--- config.mk ---
export PLATFORM = sky130hd
export DESIGN_NAME = sub_pe
export DESIGN_NICKNAME = d
export VERILOG_FILES = /design/src/rtl/sub_pe.sv
export SDC_FILE = /design/constraint.sdc
export NUM_CORES = 1
export LEC_CHECK = 0
export CAP_MARGIN = 40
export CELL_PAD_IN_SITES_DETAIL_PLACEMENT = 0
export CELL_PAD_IN_SITES_GLOBAL_PLACEMENT = 1
export CORE_MARGIN = 2
export CORE_UTILIZATION = 45
export CTS_CLUSTER_DIAMETER = 150
export DETAILED_ROUTE_END_ITERATION = 6
export PLACE_DENSITY_LB_ADDON = 0.1
export SYNTH_ARGS = -nofsm -noshare
export SYNTH_HDL_FRONTEND = slang
export SYNTH_SLANG_ARGS = --single-unit
--- constraint.sdc ---
create_clock -name clk_i -period 6.8 [get_ports clk_i]
set_clock_uncertainty 0.2 [all_clocks]
set_input_delay 2.04 -clock clk_i [delete_from_list [all_inputs] [get_ports clk_i]]
set_output_delay 2.04 -clock clk_i [all_outputs]
set_load 0.02 [all_outputs]
--- src/rtl/sub_pe.sv ---
// Per-lane dot-product unit: unsigned DW x DW multiply-accumulate over a window of N pairs.
// Capture stage registers img*weight; accumulate stage adds it one edge later.
module sub_pe #(
  parameter int unsigned DW    = 8,
  parameter int unsigned CW    = 3,
  parameter int unsigned ACC_W = 2 * DW + CW
) (
  input  logic             clk_i,
  input  logic             rst_ni,
  input  logic             start_i,
  input  logic [DW-1:0]    img_i,
  input  logic [DW-1:0]    weight_i,
  input  logic [CW-1:0]    channel_i,
  output logic [ACC_W-1:0] result_o,
  output logic             out_valid_o,
  output logic             busy_o
);

  typedef enum logic [1:0] {StIdle, StRun, StFlush} state_e;

  localparam logic [CW:0] CntOne = CW'(1) + (CW+1)'(0);

  state_e              state_q, state_d;
  logic   [CW:0]       n_q, n_d;
  logic   [CW:0]       cnt_q, cnt_d;
  logic   [2*DW-1:0]   prod_q, prod_d;
  logic   [ACC_W-1:0]  acc_q, acc_d;
  logic   [ACC_W-1:0]  result_q, result_d;
  logic                valid_q, valid_d;

  logic   [CW:0]       chan_n;
  logic   [2*DW-1:0]   prod_new;
  logic   [ACC_W-1:0]  acc_sum;

  // channel == 0 encodes the full 2^CW window
  assign chan_n   = (channel_i == '0) ? {1'b1, {CW{1'b0}}} : {1'b0, channel_i};
  assign prod_new = img_i * weight_i;
  assign acc_sum  = acc_q + ACC_W'(prod_q);

  always_comb begin
    state_d  = state_q;
    n_d      = n_q;
    cnt_d    = cnt_q;
    prod_d   = prod_q;
    acc_d    = acc_q;
    result_d = result_q;
    valid_d  = 1'b0;

    unique case (state_q)
      StIdle: ;
      StRun: begin
        acc_d  = acc_sum;
        prod_d = prod_new;
        cnt_d  = cnt_q + CntOne;
        if (cnt_d == n_q) state_d = StFlush;
      end
      StFlush: begin
        result_d = acc_sum;
        valid_d  = 1'b1;
        state_d  = StIdle;
      end
      default: state_d = StIdle;
    endcase

    // A start aborts a running window, or chains after a completing one; the
    // flush's result update above still lands because acc and result are separate.
    if (start_i) begin
      n_d     = chan_n;
      cnt_d   = CntOne;
      prod_d  = prod_new;
      acc_d   = '0;
      state_d = (chan_n == CntOne) ? StFlush : StRun;
    end
  end

  always_ff @(posedge clk_i) begin
    if (!rst_ni) begin
      state_q  <= StIdle;
      n_q      <= '0;
      cnt_q    <= '0;
      prod_q   <= '0;
      acc_q    <= '0;
      result_q <= '0;
      valid_q  <= 1'b0;
    end else begin
      state_q  <= state_d;
      n_q      <= n_d;
      cnt_q    <= cnt_d;
      prod_q   <= prod_d;
      acc_q    <= acc_d;
      result_q <= result_d;
      valid_q  <= valid_d;
    end
  end

  assign result_o    = result_q;
  assign out_valid_o = valid_q;
  assign busy_o      = (state_q != StIdle);

endmodule

==> metrics.log <==
[metrics] transition time at the pin with the least slew margin: 801 ps
[metrics] ranking of synthesized cells by instance count: sky130_fd_sc_hd__nand2_1, sky130_fd_sc_hd__dfxtp_1, sky130_fd_sc_hd__inv_1
[metrics] number of buffers created by CTS: 9
[metrics] total power: 1.61 mW
[metrics] number of global-route vias before repair: 4781
[metrics] number of buffers inserted by port buffering: 42
[metrics] area leader, netlist: sky130_fd_sc_hd__dfxtp_1
[metrics] Setup violations, final: 0
[metrics] prevailing post-synth register cell: sky130_fd_sc_hd__dfxtp_1
[metrics] clock tree sinks: 65
[metrics] antenna cell count: 0
[metrics] top layer used by detailed routing: met4
[metrics] final worst path period share: 0.953
[metrics] start-to-end type of the worst setup path: in -> reg
[metrics] power per unit of standard cell area: 248 mW/mm^2
[metrics] Maximum Capacitance Violations: 0
[metrics] average wire per cell in the routed design: 15.5 um
[metrics] total routing usage reported by global routing: 0.218
[metrics] post-CTS setup buffer count: 0
[metrics] number of rows in the core area: 40
[metrics] routed length on met3: 727 um
[metrics] register-to-register setup slack: 4240 ps
[metrics] Met2 Routed Length: 6100 um
[metrics] ANT nets after route: 0
[metrics] Max Transition Viols Final: 0
[metrics] Max Clock Freq: 154 MHz
[metrics] total placed instance area: 0.00617 mm^2
[metrics] Routed WL: 13200 um
[metrics] Distinct cells, synth: 61
[metrics] last weighted congestion value of the routability-driven placer: 0.848
[metrics] portion of synthesized cell area occupied by the leading cell type: 0.236
[metrics] Die Y: 115 um
[metrics] largest net degree at the start of global routing: 28
[metrics] number of synthesized flops with an enable pin: 0
[metrics] run status: complete, no violations
[metrics] Layout Nets: 817
[metrics] cell with the most instances after synthesis: sky130_fd_sc_hd__nand2_1
[metrics] starting density of the core: 0.459
[metrics] H-tree depth: 3
[metrics] Hold Crit Class: reg -> reg
[metrics] placeable core region: 0.0120 mm^2
[metrics] hold buffer count at cts: 0
[metrics] worst path required time: 6810 ps
[metrics] worst max-slew margin expressed relative to the limit: 0.466
[metrics] maximum vdd ir drop: 118 uV
[metrics] maximum clock insertion buffer count: 2
[metrics] iteration-0 DRC count of the detailed router: 324
[metrics] leakage component of the power: 2.86 nW
[metrics] remaining design rule violation count: 0
[metrics] post-synthesis sequential area ratio: 0.236
[metrics] global-route wire length before repair: 22800 um
[metrics] net count after synthesis: 772
[metrics] Synth Warn #: 0
[metrics] boundary pin count: 43
[metrics] Design Area, Final: 0.00647 mm^2
[metrics] Setup crit start kind: primary input
[metrics] number of antenna violations at the first check in global routing: 0
[metrics] share of layout cells above drive strength 1: 0.0606
[metrics] total iterations of the first detailed-routing run: 4
[metrics] setup_tns: 0 ps
[metrics] setup repair after global routing missed its margin: false
[metrics] M1 WL: 6300 um
[metrics] Final Hold Vio Count: 0
[metrics] source-to-sink clock delay at the later pin of the worst-skew pair: 330 ps
[metrics] worst hold margin: 253 ps
[metrics] detail-routed via count per cell: 5.52
[metrics] signed area change from the synthesized netlist to the final layout: 17.2%
[metrics] capturing element type of the critical path: register
[metrics] DIE AREA: 0.0132 mm^2
[metrics] Via Count: 4730
[metrics] Async SR Flop Fraction: 0
[metrics] critical path fanouts, max: 8
[metrics] netlist area before placement: 0.00552 mm^2
[metrics] DP HPWL: 10300 um
[metrics] Post-Synthesis Mean Instance Area: 8.36 um^2
[metrics] Clock Tree Root: sky130_fd_sc_hd__clkbuf_16
[metrics] number of instances in the synthesized netlist: 660
[metrics] synthesis-stage register bit count: 65
[metrics] Crit path arrival time: 6490 ps
[metrics] final global-route overflow total: 0
[metrics] shortest period the worst path allows: 6480 ps
[metrics] clock slew seen by the registers of the worst setup and hold paths: 60 ps
[metrics] die extent in x: 115 um
[metrics] TritonCTS clock tree: yes
[metrics] biggest area contributors in the synthesized netlist: sky130_fd_sc_hd__dfxtp_1, sky130_fd_sc_hd__fa_1, sky130_fd_sc_hd__ha_1
[metrics] Post-CTS Resized: 0
## state kept, by name, summed over array words and instances (netlist names)
name,flops
out_valid_o,1
n_q,4
cnt_q,4
prod_q,16
result_o,19
acc_q,19
state_q,2
## power breakdown
group / switching (mW) / total (mW) / internal, mW / leakage, nW
clock network: 0.171 / 0.463 / 0.292 / 0.142
logic: 0.395 / 0.700 / 0.305 / 2.18
registers: 0.0249 / 0.443 / 0.418 / 0.529
total: 0.591 / 1.61 / 1.02 / 2.86
## routing by layer
metal | vias to the layer above | global-route usage
met5 | - | 0
met4 | 0 | 0.0514
met3 | 9 | 0.0402
met2 | 91 | 0.355
met1 | 2264 | 0.302
li1 | 2366 | -
## layout make-up
type                            count  area (um^2)
Tap cell                          147          184
Clock buffer                       11          243
Fill cell                        1147         5540
Timing Repair Buffer               60          574
Inverter                           62          233
Multi-Input combinational cell    507         3880
Sequential cell                    65         1300
Clock inverter                      5         55.1
## kinds of logic (layout without fill, tap and decap cells)
| logic type | Yosys count | after routing | share of synthesized area |
|---|---|---|---|
| AND/OR/NAND/NOR | 257 | 257 | 0.235 |
| AO/OA/AOI/OAI | 136 | 136 | 0.174 |
| adder cells (fa/ha/maj) | 90 | 90 | 0.254 |
| buffers and inverters | 88 | 138 | 0.0617 |
| flip-flops | 65 | 65 | 0.236 |
| XOR/XNOR | 19 | 19 | 0.0302 |
| multiplexers | 5 | 5 | 0.00907 |
## worst paths after layout
path                    start            to  cells past startpoint
setup / recovery  weight_i[6]    prod_q[14]                     15
hold / removal    result_o[5]   result_o[5]                      2
hold reg to reg   result_o[5]   result_o[5]                      2
setup reg to reg    prod_q[0]  result_o[14]                      9
## worst max-delay path: stages
cell                              delay, ps
sky130_fd_sc_hd__clkdlybuf4s50_1        540
sky130_fd_sc_hd__and2_1                 240
sky130_fd_sc_hd__fa_1                   490
sky130_fd_sc_hd__fa_1                   530
sky130_fd_sc_hd__fa_1                   540
sky130_fd_sc_hd__inv_1                   50
sky130_fd_sc_hd__fa_1                   530
sky130_fd_sc_hd__inv_1                   40
sky130_fd_sc_hd__ha_1                   290
sky130_fd_sc_hd__a21oi_1                300
sky130_fd_sc_hd__o21bai_1               120
sky130_fd_sc_hd__a2111oi_0              360
sky130_fd_sc_hd__or3_1                  190
sky130_fd_sc_hd__o31a_1                 130
sky130_fd_sc_hd__o211ai_1                90
## placed cells by master, fill, tap and decap left out, types with 6 or more instances in the layout
master,n
sky130_fd_sc_hd__fa_1,37
sky130_fd_sc_hd__a21oi_1,42
sky130_fd_sc_hd__and3_1,9
sky130_fd_sc_hd__a211oi_1,7
sky130_fd_sc_hd__xnor2_1,12
sky130_fd_sc_hd__ha_1,53
sky130_fd_sc_hd__buf_4,15
sky130_fd_sc_hd__nand4_1,8
sky130_fd_sc_hd__xor2_1,7
sky130_fd_sc_hd__o2111ai_1,6
sky130_fd_sc_hd__a21o_1,11
sky130_fd_sc_hd__o21ai_0,10
sky130_fd_sc_hd__nand2b_1,8
sky130_fd_sc_hd__dfxtp_1,65
sky130_fd_sc_hd__and2_1,56
sky130_fd_sc_hd__clkbuf_16,9
sky130_fd_sc_hd__inv_1,61
sky130_fd_sc_hd__nand3_1,31
sky130_fd_sc_hd__clkdlybuf4s50_1,42
sky130_fd_sc_hd__nor3_1,7
sky130_fd_sc_hd__o211ai_1,10
sky130_fd_sc_hd__nand2_1,77
sky130_fd_sc_hd__or3_1,7
sky130_fd_sc_hd__nor2_1,37
## through the flow
step           utilization  worst slack [ps]  instances
2_1_floorplan            -               778        660
3_3_place_gp         0.510              75.9        838
3_5_place_dp         0.514             -17.1        841
4_1_cts              0.538               333        857
5_1_grt              0.538              53.1        857
6_report             0.538               316        857
No activity file was read; power rests on OpenSTA's default activity.
